--- src/rtl/hex_display_scanner.sv ---
// hex_display_scanner: multi-digit hexadecimal 7-segment driver.
// A value captured on load is decoded one nibble per clock (MSD first) through
// a single shared decoder into a shadow register. All digits are committed to
// the output register together, so a partially scanned value is never visible.
// Optional feature macro: HEX_BLINK_EN (adds blink input and blink divider).
module hex_display_scanner #(
  parameter int NUM_DIGITS = 4,
  parameter int LZ_BLANK   = 1,
  parameter int BLINK_DIV  = 25000000
) (
  input  logic                    clk,
  input  logic                    rst,
  input  logic                    load,
  input  logic [4*NUM_DIGITS-1:0] value,
`ifdef HEX_BLINK_EN
  input  logic                    blink,
`endif
  output logic [7*NUM_DIGITS-1:0] HEX,
  output logic                    busy,
  output logic                    done
);

  localparam int IDX_W = (NUM_DIGITS > 1) ? $clog2(NUM_DIGITS) : 1;
  localparam int HEX_W = 7 * NUM_DIGITS;
  localparam logic [6:0] SEG_BLANK = 7'b1111111;

  typedef enum logic {ST_IDLE, ST_SCAN} state_t;

  state_t                  state_q, state_d;
  logic [4*NUM_DIGITS-1:0] cap_q;
  logic [HEX_W-1:0]        shadow_q;
  logic [HEX_W-1:0]        hex_store_q, hex_store_d;
  logic [IDX_W-1:0]        idx_q;
  logic                    nz_q;
  logic                    done_q;

  logic                    last_digit;
  logic [3:0]              nib;
  logic                    blank_digit;
  logic [6:0]              seg;
  logic                    accept;

  // Active-low hex decode, bit6 = g ... bit0 = a.
  function automatic logic [6:0] decode_nibble(input logic [3:0] n);
    case (n)
      4'h0: decode_nibble = 7'b1000000;
      4'h1: decode_nibble = 7'b1111001;
      4'h2: decode_nibble = 7'b0100100;
      4'h3: decode_nibble = 7'b0110000;
      4'h4: decode_nibble = 7'b0011001;
      4'h5: decode_nibble = 7'b0010010;
      4'h6: decode_nibble = 7'b0000010;
      4'h7: decode_nibble = 7'b1111000;
      4'h8: decode_nibble = 7'b0000000;
      4'h9: decode_nibble = 7'b0010000;
      4'hA: decode_nibble = 7'b0001000;
      4'hB: decode_nibble = 7'b0000011;
      4'hC: decode_nibble = 7'b1000110;
      4'hD: decode_nibble = 7'b0100001;
      4'hE: decode_nibble = 7'b0000110;
      default: decode_nibble = 7'b0001110;
    endcase
  endfunction

  assign last_digit = (idx_q == '0);
  assign accept     = (state_q == ST_IDLE) && load;

  // Shared decoder: current nibble, leading-zero decision and segment pattern.
  always_comb begin
    nib         = cap_q[4*int'(idx_q) +: 4];
    blank_digit = (LZ_BLANK != 0) && (nib == 4'd0) && !nz_q && !last_digit;
    seg         = blank_digit ? SEG_BLANK : decode_nibble(nib);
  end

  // FSM state register.
  always_ff @(posedge clk or posedge rst) begin
    if (rst) state_q <= ST_IDLE;
    else     state_q <= state_d;
  end

  // FSM next-state logic: load only starts a scan from IDLE.
  always_comb begin
    state_d = state_q;
    case (state_q)
      ST_IDLE: if (load)       state_d = ST_SCAN;
      ST_SCAN: if (last_digit) state_d = ST_IDLE;
      default:                 state_d = ST_IDLE;
    endcase
  end

  // FSM outputs.
  always_comb begin
    busy = (state_q == ST_SCAN);
    done = done_q;
  end

  // Stored display value: digit 0 is merged straight from the decoder on the final edge.
  always_comb begin
    hex_store_d = hex_store_q;
    if ((state_q == ST_SCAN) && last_digit) begin
      hex_store_d      = shadow_q;
      hex_store_d[6:0] = seg;
    end
  end

  // Scan datapath: capture, per-digit decode into shadow, final commit and done pulse.
  always_ff @(posedge clk or posedge rst) begin
    if (rst) begin
      cap_q       <= '0;
      shadow_q    <= '1;
      hex_store_q <= '1;
      idx_q       <= '0;
      nz_q        <= 1'b0;
      done_q      <= 1'b0;
    end else begin
      done_q      <= (state_q == ST_SCAN) && last_digit;
      hex_store_q <= hex_store_d;
      if (accept) begin
        cap_q <= value;
        idx_q <= IDX_W'(NUM_DIGITS - 1);
        nz_q  <= 1'b0;
      end else if (state_q == ST_SCAN) begin
        shadow_q[7*int'(idx_q) +: 7] <= seg;
        idx_q <= idx_q - 1'b1;
        nz_q  <= nz_q | (nib != 4'd0);
      end
    end
  end

`ifdef HEX_BLINK_EN
  localparam int DIV_W = (BLINK_DIV > 1) ? $clog2(BLINK_DIV) : 1;

  logic [DIV_W-1:0] div_q;
  logic             phase_q, phase_d;
  logic [HEX_W-1:0] hex_out_q;

  assign phase_d = (div_q == DIV_W'(BLINK_DIV - 1)) ? ~phase_q : phase_q;

  // Free-running blink divider; phase_q = 1 means displays on.
  always_ff @(posedge clk or posedge rst) begin
    if (rst) begin
      div_q   <= '0;
      phase_q <= 1'b1;
    end else begin
      div_q   <= (div_q == DIV_W'(BLINK_DIV - 1)) ? '0 : div_q + 1'b1;
      phase_q <= phase_d;
    end
  end

  // Output register applies the blink mask on top of the stored value.
  always_ff @(posedge clk or posedge rst) begin
    if (rst) hex_out_q <= '1;
    else     hex_out_q <= (blink && !phase_d) ? '1 : hex_store_d;
  end

  assign HEX = hex_out_q;
`else
  assign HEX = hex_store_q;
`endif

endmodule
--- config.mk ---
export PLATFORM = sky130hd
export DESIGN_NAME = hex_display_scanner
export DESIGN_NICKNAME = d
export VERILOG_FILES = /design/src/rtl/hex_display_scanner.sv
export SDC_FILE = /design/constraint.sdc
export NUM_CORES = 1
export LEC_CHECK = 0
export CAP_MARGIN = 20
export CORE_ASPECT_RATIO = 1.2
export CORE_MARGIN = 2
export CORE_UTILIZATION = 40
export CTS_BUF_LIST = sky130_fd_sc_hd__clkbuf_8
export DETAILED_ROUTE_END_ITERATION = 6
export PLACE_DENSITY_LB_ADDON = 0.25
export SLEW_MARGIN = 0
export SYNTH_ARGS = -nofsm -noshare
export SYNTH_HDL_FRONTEND = slang
export SYNTH_SLANG_ARGS = --single-unit
--- constraint.sdc ---
create_clock -name clk -period 3.3 [get_ports clk]
set_input_delay 0.66 -clock clk [delete_from_list [all_inputs] [get_ports clk]]
set_output_delay 0.66 -clock clk [all_outputs]
set_load 0.01 [all_outputs]
Word level (Yosys, flattened, before mapping)
Memory sizes are Yosys's and may differ from the RTL's. Cells that the tools add are included.

Magnitude comparators: 0. Div/mod/pow operators: 0. Reductions and logical operators: 11. Multipliers: 1. Multiplexer cells: 9. Bitwise logic cells: 3. Add/subtract/negate cells: 2. Shift-type cells: 3. Equality and inequality tests: 0.

Operators by type and width (count): negation 5 -> 33 bit (1); variable shift 7 x 33 -> 28 bit (first input constant) (1); variable part select 7 x 33 -> 28 bit (1); bitwise mux 28 bit (1); variable part select 16 x 5 -> 4 bit (1); 2-to-1 mux 7 bit (1); multiplier 3 x 2 -> 5 bit (first input constant) (1); logical AND 1 bit (4); zero test 4 bit (1); 2-to-1 mux 1 bit (4); 2-to-1 mux 2 bit (2); nonzero test 4 bit (1); zero test 1 bit (2); zero test 2 bit (1); inverter 1 bit (2); case mux 1 bit (2 select lines) (1); AND reduction 2 bit (1); nonzero test 2 bit (1); subtractor 2 x 1 -> 2 bit (second input constant) (1); OR 1 bit (1).

Output and inout port bits: 30. Bits in latches: 0. Bits in registers: 77. ROM bits: 112. Bits of input ports: 19. Memories: 1. Bits in writable memories: 0. Logic and storage cells: 37.

Memories: (no name shown) (depth 16, width 7, read ports 1, clocked after memory_dff 0, write ports 0, line 45) `case (n)`.

Depth between registers and ports, before layout
Gate-level depths: netlist of run 1.

Depth in word-level cells: 7. Depth in mapped cells: 9. Gate-level depth less buffers: 8.

Least setup slack after synthesis of run 1
No wires, ideal clock.

Path type: register -> register. Start point: register idx_q[0]. End point: register shadow_q[22]. Data required time: 3.195 ns. Clock period less this slack: 2.510 ns. Path buffers: 1. Slack: 0.790 ns. Arrival: 2.404 ns. Cell stages (with the launch flop): 8. Library setup time: 0.105 ns. Cells stage by stage: dfrtp_1 buf_6 mux4_1 inv_1 ha_1 or2b_2 a221o_1 o41ai_1.

Cells in the longest elaborated chain, start to end: 7. Elaborated cells on any way between the ends: 13. Those cells by class: 1 x add/sub; 1 x mul; 3 x shift; 2 x mux; 5 x reduce/logical; 1 x memory.

Ends and longest elaborated chain: start, declared (line 33) `logic [IDX_W-1:0] idx_q;`; start signal, assigned (line 120) `idx_q <= IDX_W'(NUM_DIGITS - 1);`; start signal, assigned (line 124) `idx_q <= idx_q - 1'b1;`; parallel branches: the longest is 6 deep, another holds negation 5 -> 33 bit; bitwise mux 28 bit * (line 123) `shadow_q[7*int'(idx_q) +: 7] <= seg;`; end signal, assigned by index (line 123); end, declared (line 31) `logic [HEX_W-1:0] shadow_q;`.

Every way passes the cells marked *. A chain may end at the register's enable or synchronous reset.

Worst setup path in the final report of run 1
Same ends and word-level chain as after synthesis.

==> flow_summary.yaml, run 1 <==
run_status:
  status: "completed"
setup_path:
  worstPathArrival_ns: 3.17
  start_kind: "register"
  path_class: "register to register"
  end_kind: "register"
  cp_data_required_time_ns: 3.53
  worst-path-max-fanout: 12
flow_run:
  maxCapViolCount: 0
timing:
  min_period_ns: 2.935
  rsz0062_at_grt: "no"
  tns_ns: 0
  hold_viol_final: 0
  worst_slew_pin_slew_ns: 0.6263
  max_freq_mhz: 340.7
  maxSlewHeadroom: 0.5819
  slew_violations: 0
  finalClockSkew_ns: 0.008977
  fin_crit_sh: 0.8895
  setup_violations: 0
global_route:
  grt_max_degree: 32
  grt_pass1_vias: 2187
  grt_antenna_before_repair: 0
  gr-usage-all-layers: 0.1608
  overflow: 0
  grt_pass1_wl_mm: 10.84
final_layout:
  final_util: 0.5012
  n_antenna_cell: 0
  layout.nets: 332
  syn_to_final_growth_pct: 22.95
  drive_above_1_share: 0.4078
  stdcell_area_mm2: 0.004041
placed_design:
  post_dp_cell_area_mm2: 0.003866
  portBuffers: 48
  dp_hpwl_mm: 4.769
  place_congestion: 0.8731
route:
  drcViolationCount: 0
  antenna_left: 0
  vias: 2150
  drt_wl_total_mm: 6.501
  firstDrtPassIters: 4
  wl_per_cell_um: 16.09
  drtIter0Drc: 85
  routed_via_density: 5.322
clock_tree:
  clock_path_buffers: 2
  clk_pin_slew_worst_paths_ns: 0.08
  cts_hold_buffers: 0
  numCtsBuffers: 9
  cts.htree.levels: 3
  cts_tree: "yes"
  post-cts-setup-buffers: 0
  cts_resized: 0
  clock-sinks: 70
  worstSkewPairLatency_ns: 0.35
  cts_root_buffer: "clkbuf_8"
logic_synthesis:
  yosys_warnings: 0
  synth_edf_count: 0
  syn-cell-area_mm2: 0.003287
  synthCells: 250
  synth.distinct_cells: 36
  synthArstFlopShare: 1.000
  syn_avg_cell_area_um2: 13.15
  synth_ff_type: "dfstp_2"
  yosysSeqAreaShare: 0.5516
  synth_nets: 278
  synth_seq_cells: 70
floorplan:
  start_util: 0.4077
  rows: 36
  die_width_um: 86.75
  fp.dieH_um: 103.3
  core_mm2: 0.008063
  dieArea_mm2: 0.008961
  io_pins: 49
power_and_ir_drop:
  cellPowerDensity_mw_per_mm2: 1093
  p_leak_nw: 1.662
  irDropWorstVdd_v: 0.0006896
hold_path:
  hold_class: "register to register"
==> power breakdown <==
group	internal [mW]	switching, mW	leakage, nW	total (mW)
clock	0.275	0.343	0.0910	0.618
combinational	1.08	1.11	0.818	2.19
sequential	1.36	0.256	0.753	1.61
total	2.71	1.71	1.66	4.42
==> Yosys cell counts, drive strengths merged, types with 3 or more instances <==
cell    number  share of area
a21oi        6         0.0091
a22o        16          0.044
buf          6          0.012
clkbuf       3         0.0034
dfrtp       21           0.16
dfstp       49           0.39
ha           9          0.034
inv         10          0.011
mux2        40           0.14
mux2i        4          0.012
mux4         7          0.053
nand2       24          0.027
nor2         7         0.0080
nor2b       10          0.019
nor3         4         0.0061
o21ai       12          0.018
or2          6          0.012
==> layout make-up <==
class	count	area (um^2)
Inverter	10	37.54
Timing Repair Buffer	52	510.5
Clock inverter	7	51.30
Tap cell	95	118.9
Fill cell	741	4021
Clock buffer	9	123.9
Sequential cell	70	1813
Multi-Input combinational cell	161	1386
==> through the flow <==
step / setup slack [ns] / hold WS [ns] / total power, mW / instances
2_1_floorplan: 0.7904 / 0.4470 / 3.136 / 250
3_3_place_gp: 0.5578 / 0.4704 / 3.786 / 388
3_5_place_dp: 0.4743 / 0.4741 / 3.831 / 388
4_1_cts: 0.4026 / 0.4843 / 4.475 / 404
5_1_grt: 0.1151 / 0.4970 / 4.772 / 404
6_report: 0.3648 / 0.4815 / 4.419 / 404
==> routing by layer <==
layer | track usage | wire length, um
met1 | 0.1931 | 2898
met2 | 0.2722 | 3214
met3 | 0.04365 | 271
met4 | 0.07091 | 116
met5 | 0 | 0
==> worst max-delay path, stage by stage, from the launching register on <==
cell	delay, ns
dfrtp_1	0.63
mux4_1	0.73
inv_1	0.15
ha_1	0.24
or2b_2	0.35
a221o_1	0.40
o41ai_1	0.32
==> state kept, by name (all words and copies together) (netlist names) <==
name,flops
busy,1
HEX,28
done,1
idx_q,2
cap_q,16
shadow_q,21
nz_q,1
==> kinds of logic after synthesis <==
family,share of synthesized area
buffers and inverters,0.02665
and+or+nand+nor,0.08603
AOI/OAI and AO/OA,0.09974
muxes,0.2017
adders and majority gates,0.03426
DFF,0.5516
==> worst paths after layout <==
path / slack, ns / cells after the start / endpoint / startpoint
setup / recovery: 0.36 / 6 / shadow_q[22]$_DFFE_PP1P_ / idx_q[0]$_DFFE_PP0P_
hold / removal: 0.48 / 2 / HEX[5]$_DFFE_PP1P_ / HEX[5]$_DFFE_PP1P_
setup reg to reg: 0.36 / 6 / shadow_q[22]$_DFFE_PP1P_ / idx_q[0]$_DFFE_PP0P_
hold reg to reg: 0.48 / 2 / HEX[5]$_DFFE_PP1P_ / HEX[5]$_DFFE_PP1P_
max in group asynchronous: 1.82 / 3 / shadow_q[9]$_DFFE_PP1P_ / rst
min in group asynchronous: 0.72 / 2 / busy$_DFF_PP0_ / rst
==> cells in the final DEF (no fill, tap or decap), drive strengths merged, types with 2 or more instances in the layout <==
master / count
nand2: 24
clkbuf: 9
clkinv: 4
mux2: 40
nand4: 2
clkdlybuf4s50: 48
buf: 4
nor3: 4
dfstp: 49
mux2i: 4
ha: 9
a31oi: 2
or2: 6
inv: 12
nor2b: 10
o21ai: 12
or3: 2
nor2: 7
dfrtp: 21
o41ai: 2
mux4: 7
a22o: 16
a21oi: 6
(Power assumes the default switching activity.)
==> inputs of run 2 (changes only) <==
--- a/config.mk
+++ b/config.mk
@@ -12,6 +12,7 @@
 export CTS_BUF_LIST = sky130_fd_sc_hd__clkbuf_8
 export DETAILED_ROUTE_END_ITERATION = 6
 export PLACE_DENSITY_LB_ADDON = 0.25
+export RECOVER_POWER = 50
 export SLEW_MARGIN = 0
 export SYNTH_ARGS = -nofsm -noshare
 export SYNTH_HDL_FRONTEND = slang
==> run 2 against run 1 <==
Clock power about the same. Critical endpoint unchanged. First-iteration DRC count decreased by 1.2%. Sequential share of layout area increased by 0.13 points. Power increased by 0.10%. Cell area decreased by 0.28%. Fmax decreased by 0.22%. Setup slack got worse by 0.0065 ns. Clock skew about the same. Clock-buffer cell count unchanged.
==> flow_summary.yaml, run 2 (synthesis results as in run 1) <==
timing:
  maxSlewHeadroom: 0.2485
  max_freq_mhz: 339.9
  hold_viol_final: 0
  worst_slew_pin_slew_ns: 1.126
  tns_ns: 0
  min_period_ns: 2.942
  slew_violations: 0
  fin_ws_ns: 0.3583
  fin_crit_sh: 0.8914
  setup_violations: 0
  finalClockSkew_ns: 0.008487
  rsz0062_at_grt: "no"
power_and_ir_drop:
  cellPowerDensity_mw_per_mm2: 1098
  p_leak_nw: 1.653
  irDropWorstVdd_v: 0.0006930
  total_power_mw: 4.424
clock_tree:
  numCtsBuffers: 9
  cts_root_buffer: "clkbuf_8"
  cts_hold_buffers: 0
  post-cts-setup-buffers: 0
  cts_resized: 0
  clk_pin_slew_worst_paths_ns: 0.08
  clock-sinks: 70
  cts.htree.levels: 3
  cts_tree: "yes"
  clock_path_buffers: 2
  worstSkewPairLatency_ns: 0.35
route:
  drtIter0Drc: 84
  vias: 2143
  drcViolationCount: 0
  firstDrtPassIters: 4
  wl_per_cell_um: 16.16
  antenna_left: 0
  drt_wl_total_mm: 6.528
  routed_via_density: 5.304
final_layout:
  drive_above_1_share: 0.3948
  fin_cells: 404
  final_util: 0.4998
  syn_to_final_growth_pct: 22.61
  n_antenna_cell: 0
  layout_common_cells: "dfstp_2 (49), clkdlybuf4s50_1 (46), mux2_2 (40), nand2_1 (24), dfrtp_1 (21)"
  largest_reg_flops: 28
  mostFrequentLayoutCell: "dfstp_2"
  layout.nets: 332
setup_path:
  r2r_slack_ns: 0.36
  end_kind: "register"
  cp_data_required_time_ns: 3.54
  path_class: "register to register"
  ff2ff_path_depth: 6
  start_kind: "register"
  worst-path-max-fanout: 12
  r2r_end: "shadow_q[22]$_DFFE_PP1P_"
  r2r-start: "idx_q[0]$_DFFE_PP0P_"
  worstPathArrival_ns: 3.18
hold_path:
  hp-start: "HEX[5]$_DFFE_PP1P_"
  worstHoldEndpoint: "HEX[5]$_DFFE_PP1P_"
  min_path_cells: 2
  hold_class: "register to register"
global_route:
  grt_max_degree: 32
  grt_antenna_before_repair: 0
  gr-usage-all-layers: 0.1608
  grt_pass1_vias: 2187
  overflow: 0
  grt_pass1_wl_mm: 10.84
floorplan:
  fp.dieH_um: 103.3
  io_pins: 49
  die_width_um: 86.75
  dieArea_mm2: 0.008961
  core_mm2: 0.008063
  start_util: 0.4077
  rows: 36
placed_design:
  dp.cells: 388
  pre_cts_slack_ns: 0.4743
  dp_hpwl_mm: 4.769
  place_congestion: 0.8731
  portBuffers: 48
flow_run:
  maxCapViolCount: 0
run_status:
  status: "completed"
run 2: changes by cell type in the layout (fill, tap and decap cells not counted), sizes merged:
cell           previous run  this run
clkbuf                    9        12
buf                       4         1
dlygate4sd3               0         2
clkdlybuf4s50            48        46
run 2: routing by layer:
layer | up-vias | routed length [um] | global-route usage | share of wire
met5 | - | 0 | 0 | 0
met4 | 0 | 129 | 0.07091 | 0.020
met3 | 10 | 241 | 0.04365 | 0.037
met2 | 51 | 3217 | 0.2722 | 0.49
met1 | 1072 | 2940 | 0.1931 | 0.45
li1 | 1010 | - | - | -
run 2: area by class of cell:
cell class	instances	area, um^2
fill	743	4033
sequential	70	1813
multi-input combinational	161	1386
timing repair buffer	52	499.2
clock buffer	9	123.9
tap	95	118.9
clock inverter	7	51.30
inverter	10	37.54
run 2: how the worst max path moves through the flow:
stage                     cells past startpoint  slack, ns            startpoint                       end
final                                         6       0.36  idx_q[0]$_DFFE_PP0P_  shadow_q[22]$_DFFE_PP1P_
after global routing                          6       0.12  idx_q[0]$_DFFE_PP0P_  shadow_q[22]$_DFFE_PP1P_
after CTS                                     6       0.40  idx_q[0]$_DFFE_PP0P_  shadow_q[22]$_DFFE_PP1P_
after detailed placement                      6       0.47  idx_q[0]$_DFFE_PP0P_  shadow_q[22]$_DFFE_PP1P_
after global placement                        6       0.56  idx_q[0]$_DFFE_PP0P_  shadow_q[22]$_DFFE_PP1P_
after floorplan                               7       0.79  idx_q[0]$_DFFE_PP0P_  shadow_q[22]$_DFFE_PP1P_
run 2: metrics by stage:
step                      cell area [um^2]  hold WS, ns
after detailed placement              3866       0.4741
after global placement                3866       0.4704
after floorplan                       3287       0.4470
final                                 4030       0.4791
after global routing                  4030       0.4970
after CTS                             4041       0.4843
run 2: worst max-delay path: stages (launching register included):
cell	delay [ns]
dfrtp_1	0.63
mux4_1	0.73
inv_1	0.15
ha_1	0.25
or2b_2	0.36
a221o_1	0.41
o41ai_1	0.31
run 2: power by group:
part,internal (mW),switching (mW)
logic,1.07,1.12
registers,1.35,0.257
clock network,0.275,0.345
